### src/rtl/cpu.sv
// Multi-cycle hardwired CPU core for a small Sigma-7-style 32-bit instruction subset.
// Bit 0 is the MSB of every word; addresses are 17-bit word addresses.
module cpu #(
  parameter logic [16:0] RESET_ADDR = 17'h00000,
  parameter int unsigned UROM_DEPTH = 256
) (
  input  logic         clock,
  input  logic         reset,
  input  logic         active,
  input  logic [0:31]  memory_data_in,
  output logic [15:31] memory_address,
  output logic [0:31]  memory_data_out,
  output logic [0:3]   mem_write_en
);

  typedef enum logic [1:0] {
    StFetch = 2'd0,
    StInd   = 2'd1,
    StExec  = 2'd2,
    StHalt  = 2'd3
  } state_e;

  localparam logic [1:7] OpAi   = 7'h20;
  localparam logic [1:7] OpLi   = 7'h22;
  localparam logic [1:7] OpWait = 7'h2E;
  localparam logic [1:7] OpAw   = 7'h30;
  localparam logic [1:7] OpCw   = 7'h31;
  localparam logic [1:7] OpLw   = 7'h32;
  localparam logic [1:7] OpStw  = 7'h35;
  localparam logic [1:7] OpBcr  = 7'h68;
  localparam logic [1:7] OpBcs  = 7'h69;

  logic [15:31] q;
  logic [0:31]  p;
  logic [0:31]  c;
  logic [1:7]   o;
  logic [1:4]   cc;
  logic         trap;
  logic         ende;
  logic [0:31]  regs [16];

  logic [15:31] ind_base_q;
  logic         ind_used_q;
  state_e       state_d;

  logic [15:31] ea;
  logic [0:31]  r_val;
  logic [0:31]  imm;
  logic [0:31]  src;
  logic [32:0]  sum;
  logic         wr_en;
  logic [0:31]  wr_val;
  logic [1:4]   cc_d;
  logic         br_take;
  logic         op_legal;
  logic         unused_bits;

  function automatic logic is_memref(input logic [1:7] op);
    return op inside {OpAw, OpCw, OpLw, OpStw, OpBcr, OpBcs};
  endfunction

  assign p        = {13'd0, q, 2'b00};
  assign op_legal = is_memref(o) || (o inside {OpAi, OpLi, OpWait});

  // Sequencer: holds the FSM state register probed as seq.pc.
  if (1) begin : seq
    state_e pc;
    // State register; frozen while the core is stalled.
    always_ff @(posedge clock or posedge reset) begin
      if (reset) begin
        pc <= StFetch;
      end else if (active) begin
        pc <= state_d;
      end
    end
  end

  // Reserved control store; loaded externally, not consulted by the hardwired control.
  if (1) begin : uc_rom
    logic [0:31] memory [0:UROM_DEPTH-1];
  end

  assign unused_bits = ^{c[0:7], p, uc_rom.memory[0]};

  // Execute datapath: effective address, ALU result, condition codes, branch decision.
  always_comb begin
    r_val   = regs[c[8:11]];
    imm     = {{12{c[12]}}, c[12:31]};
    ea      = (ind_used_q ? ind_base_q : c[15:31]) +
              ((c[12:14] != 3'd0) ? regs[{1'b0, c[12:14]}][15:31] : 17'd0);
    src     = (o == OpAi) ? imm : memory_data_in;
    sum     = {1'b0, r_val} + {1'b0, src};
    wr_en   = 1'b0;
    wr_val  = sum[31:0];
    cc_d    = cc;
    br_take = 1'b0;
    case (o)
      OpLi: begin
        wr_en  = 1'b1;
        wr_val = imm;
        cc_d   = {2'b00, (imm != 32'd0) && !imm[0], imm[0]};
      end
      OpLw: begin
        wr_en  = 1'b1;
        wr_val = memory_data_in;
        cc_d   = {2'b00, (memory_data_in != 32'd0) && !memory_data_in[0], memory_data_in[0]};
      end
      OpAi, OpAw: begin
        wr_en = 1'b1;
        // Overflow: operands share a sign that the result does not.
        cc_d  = {sum[32], (r_val[0] == src[0]) && (sum[31] != r_val[0]),
                 (sum[31:0] != 32'd0) && !sum[31], sum[31]};
      end
      OpCw: begin
        cc_d[3] = $signed(r_val) > $signed(memory_data_in);
        cc_d[4] = $signed(r_val) < $signed(memory_data_in);
      end
      OpBcr:   br_take = (c[8:11] & cc) == 4'd0;
      OpBcs:   br_take = (c[8:11] & cc) != 4'd0;
      default: ;
    endcase
  end

  // Next state, memory address mux and per-cycle strobes.
  always_comb begin
    state_d         = seq.pc;
    memory_address  = q;
    memory_data_out = '0;
    mem_write_en    = '0;
    ende            = 1'b0;
    case (seq.pc)
      StFetch: begin
        state_d = (memory_data_in[0] && is_memref(memory_data_in[1:7])) ? StInd : StExec;
      end
      StInd: begin
        memory_address = c[15:31];
        state_d        = StExec;
      end
      StExec: begin
        memory_address = ea;
        state_d        = (!op_legal || (o == OpWait)) ? StHalt : StFetch;
        ende           = active && op_legal;
        if (o == OpStw) begin
          memory_data_out = r_val;
          mem_write_en    = {4{active}};
        end
      end
      default: state_d = StHalt;
    endcase
  end

  // Architectural state update.
  always_ff @(posedge clock or posedge reset) begin
    if (reset) begin
      q          <= RESET_ADDR;
      c          <= '0;
      o          <= '0;
      cc         <= '0;
      trap       <= 1'b0;
      ind_base_q <= '0;
      ind_used_q <= 1'b0;
      for (int i = 0; i < 16; i++) regs[i] <= '0;
    end else if (active) begin
      case (seq.pc)
        StFetch: begin
          c          <= memory_data_in;
          o          <= memory_data_in[1:7];
          q          <= q + 17'd1;
          ind_used_q <= 1'b0;
        end
        StInd: begin
          ind_base_q <= memory_data_in[15:31];
          ind_used_q <= 1'b1;
        end
        StExec: begin
          if (!op_legal) begin
            trap <= 1'b1;
          end else begin
            if (wr_en) regs[c[8:11]] <= wr_val;
            cc <= cc_d;
            if (br_take) q <= ea;
          end
        end
        default: ;
      endcase
    end
  end

endmodule

### config.mk
export PLATFORM = sky130hd
export DESIGN_NAME = cpu
export DESIGN_NICKNAME = d
export VERILOG_FILES = /design/src/rtl/cpu.sv
export SDC_FILE = /design/constraint.sdc
export NUM_CORES = 2
export LEC_CHECK = 0
export CORE_UTILIZATION = 35
export CTS_CLUSTER_SIZE = 20
export DETAILED_ROUTE_END_ITERATION = 12
export DONT_BUFFER_PORTS = 1
export PLACE_DENSITY_LB_ADDON = 0.15
export SYNTH_ARGS = -nofsm -noshare
export SYNTH_HDL_FRONTEND = slang
export SYNTH_SLANG_ARGS = --single-unit
### constraint.sdc
create_clock -name clock -period 21.4 [get_ports clock]
set_input_delay 5.35 -clock clock [delete_from_list [all_inputs] [get_ports clock]]
set_output_delay 5.35 -clock clock [all_outputs]
set_load 0.02 [all_outputs]
==> impl_metrics.env <==
export IMPL_status="completed"
export IMPL_routedLengthMet1_mm=44.9
export IMPL_finalCritPeriodShare_pct=52.9
export IMPL_synthCells=3122
export IMPL_worstMarginPinSlew_ns=1.31
export IMPL_numPortBuffers=0
export IMPL_ir_drop_mv=0.0969
export IMPL_routed_wl_mm=96.4
export IMPL_wl_met2_mm=44.6
export IMPL_vias_per_cell=5.57
export IMPL_avgSynthCellArea_sq_um=9.97
export IMPL_mostFrequentLayoutCells="nand2_1 (646), o21ai_0 (596), dfrtp_1 (577)"
export IMPL_rsz0062_at_grt="no"
export IMPL_grt_pass1_vias=23500
export IMPL_rows=108
export IMPL_highest_layer="met5"
export IMPL_endpoint_kind="output pin"
export IMPL_area_growth_pct=10.7
export IMPL_cts_buffers=70
export IMPL_core_sq_mm=0.0874
export IMPL_mostFrequentLayoutCell="nand2_1"
export IMPL_cts_root_buffer="clkbuf_16"
export IMPL_cts_tree="built"
export IMPL_regArea_sq_mm=0.0146
export IMPL_p_switching_w=0.00169
export IMPL_clk_latency_ns=0.63
export IMPL_avgRoutedWirePerCell_microns=22.9
export IMPL_clockBufferDepth=3
export IMPL_path_clk_slew_ns=0.05
export IMPL_synth_area_sq_mm=0.0311
export IMPL_grt_max_degree=79
export IMPL_setup_viol=0
export IMPL_first_pass_iters=8
export IMPL_track_usage_pct=21.8
export IMPL_min_from="regs[415]"
export IMPL_p_sw_share_pct=39.8
export IMPL_crit_path_top_delay_cell="and2_1"
export IMPL_synth_edf_count=0
export IMPL_cts_hold_buf=0
export IMPL_hold_viol=0
export IMPL_powerDensity_mw_per_mm2=123
export IMPL_p_int_w=0.00255
export IMPL_fmax_mhz=88.4
export IMPL_cp_top_family="simple AND/OR/NAND/NOR gates"
export IMPL_slew_headroom_pct=12.8
export IMPL_syn_nets=3244
export IMPL_worst_ep_required_time_ns=16.05
export IMPL_cpPeakStageDelay_ns=0.62
export IMPL_start_kind="primary input"
export IMPL_maxCapViolCount=0
export IMPL_dieArea_sq_mm=0.0901
export IMPL_num_fill_cells=8563
export IMPL_arrival_ns=5.97
export IMPL_min_path_type="register to register"
export IMPL_finalSetupTns_ns=0
export IMPL_place_congestion=0.900
export IMPL_crit_fanout=11
export IMPL_dr_wl_met3_mm=5.03
export IMPL_final_nets=3126
export IMPL_postRouteAntennaNets=0
export IMPL_start_util_pct=35.6
export IMPL_die_x_microns=300
export IMPL_min_period_ns=11.32
export IMPL_synth_cell_types=79
export IMPL_dp_hpwl_mm=65.0
export IMPL_multiInputGateArea_sq_mm=0.0154
export IMPL_power_frac_clock_pct=28.3
export IMPL_drive_above_1_share_pct=14.6
export IMPL_die_h_microns=300
export IMPL_clock_sinks=584
export IMPL_overflow=0
export IMPL_power_w=0.00424
export IMPL_boundaryPins=88
export IMPL_grt_pass1_wl_mm=150
export IMPL_crit_chain="and2_1"
export IMPL_drt_iter0_drc=2073
export IMPL_synth_ff_type="dfrtp_1"
export IMPL_fin_worst_skew_ns=0.0234
export IMPL_drc=0
export IMPL_power_frac_comb_pct=37.2
export IMPL_synth_seq_area_share_pct=47.0
export IMPL_synthArstFlopShare_pct=100
export IMPL_antenna_found_initial=2
export IMPL_leakage_nw=15.0
export IMPL_vias=23500
export IMPL_ys_warn_count=0
export IMPL_postCtsSetupBuffers=0
export IMPL_worst_path_buf_inv=0
export IMPL_path_class="primary input to output pin"
export IMPL_seqPwrFrac_pct=34.5
export IMPL_r2r_start="c[11]"
export IMPL_ys_ff_latch=584
export IMPL_htree_num_levels=3
export IMPL_critPathLaunch="active"
export IMPL_cts_resized=0
export IMPL_report_final_slew_viol_count=0
==> cell families (layout without fill, tap and decap cells) <==
group | Yosys count | count (layout) | share of synthesized area (%)
xor gates and xnor gates | 36 | 36 | 1.01
adders and majority gates | 87 | 87 | 3.55
buffers and inverters | 305 | 241 | 3.79
DFF | 584 | 584 | 47.0
other | 0 | 2 | 0
and+or+nand+nor | 971 | 971 | 13.2
muxes | 250 | 250 | 15.4
AOI/OAI and AO/OA | 889 | 889 | 16.1
==> sequential cells by signal, indices dropped and copies added (netlist names) <==
| signal | count |
|---|---|
| regs | 512 |
| c | 24 |
| ind_base_q | 17 |
| q | 17 |
| o | 7 |
| cc | 4 |
| seq.pc | 2 |
| ind_used_q | 1 |
==> path summary, 6_finish.rpt <==
path                                   end  slack (ns)  depth (start not counted)
max                        mem_write_en[0]       10.08                          1
min                              regs[415]        0.47                          2
max reg2reg                       regs[30]       14.02                         15
min reg2reg                      regs[415]        0.47                          2
max in group asynchronous        regs[173]       12.74                          6
min in group asynchronous        regs[159]        4.94                          2
==> synth_stat cells (all sizes together), types with 3 or more instances <==
| master | instances | area, sq um |
|---|---|---|
| nor3 | 29 | 145 |
| a221oi | 5 | 50.0 |
| and3 | 17 | 106 |
| and4 | 4 | 35.0 |
| nand4 | 13 | 81.3 |
| o21bai | 6 | 45.0 |
| a2111oi | 5 | 62.6 |
| a21o | 32 | 240 |
| dfrtp | 584 | 14600 |
| mux2i | 17 | 170 |
| xor2 | 12 | 105 |
| or2 | 7 | 43.8 |
| o31ai | 6 | 45.0 |
| a311oi | 3 | 26.3 |
| o221ai | 6 | 52.6 |
| a31oi | 21 | 131 |
| nor2 | 111 | 419 |
| a22oi | 28 | 210 |
| nand3 | 40 | 200 |
| nand2b | 9 | 56.3 |
| clkbuf | 214 | 805 |
| inv | 59 | 221 |
| o21a | 10 | 75.1 |
| buf | 32 | 154 |
| o21ai | 607 | 3040 |
| and2 | 36 | 225 |
| o211ai | 8 | 65.1 |
| nor3b | 3 | 22.5 |
| nor2b | 6 | 37.5 |
| o22ai | 9 | 56.3 |
| o2111ai | 4 | 35.0 |
| nor4 | 20 | 140 |
| mux2 | 56 | 631 |
| a211oi | 16 | 125 |
| mux4 | 177 | 3990 |
| a21oi | 101 | 517 |
| nand2 | 660 | 2480 |
| a311o | 3 | 31.3 |
| or4 | 3 | 22.5 |
| or3 | 5 | 31.3 |
| ha | 85 | 1060 |
| xnor2 | 24 | 210 |
==> cell type report <==
| class | instances | area share, % |
|---|---|---|
| tap | 1155 | 4.20 |
| antenna | 2 | 0.0145 |
| clock inverter | 23 | 0.712 |
| multi-input combinational | 2233 | 44.7 |
| sequential | 584 | 42.5 |
| inverter | 59 | 0.654 |
| clock buffer | 103 | 6.03 |
| timing repair buffer | 56 | 1.22 |
==> per-layer routing <==
metal  global-route usage (%)  vias to the layer above
met3                     3.09                      129
li1                         -                    10900
met1                     31.0                    11800
met2                     34.9                      602
met4                     5.31                        2
met5                        0                        -
==> per-stage QoR <==
stage	worst slack (ns)	hold slack (ns)	util [%]	area, sq um	std cells
after floorplan	8.09	0.444	-	31100	3122
after global placement	10.08	0.456	36.7	32100	4086
after detailed placement	10.08	0.465	36.7	32100	4086
after CTS	10.08	0.477	39.4	34400	4212
after global routing	10.04	0.485	39.4	34400	4213
final	10.08	0.470	39.4	34400	4215
==> power by group through the flow <==
stage	registers, W	logic [W]	clock network (W)
4_1_cts	0.00146	0.00158	0.00123
3_5_place_dp	0.00148	0.00157	0
2_1_floorplan	0.00138	0.00119	0
3_3_place_gp	0.00147	0.00155	0
5_1_grt	0.00149	0.00173	0.00127
6_report	0.00146	0.00158	0.00120
Power figures use the tool's default switching activity.
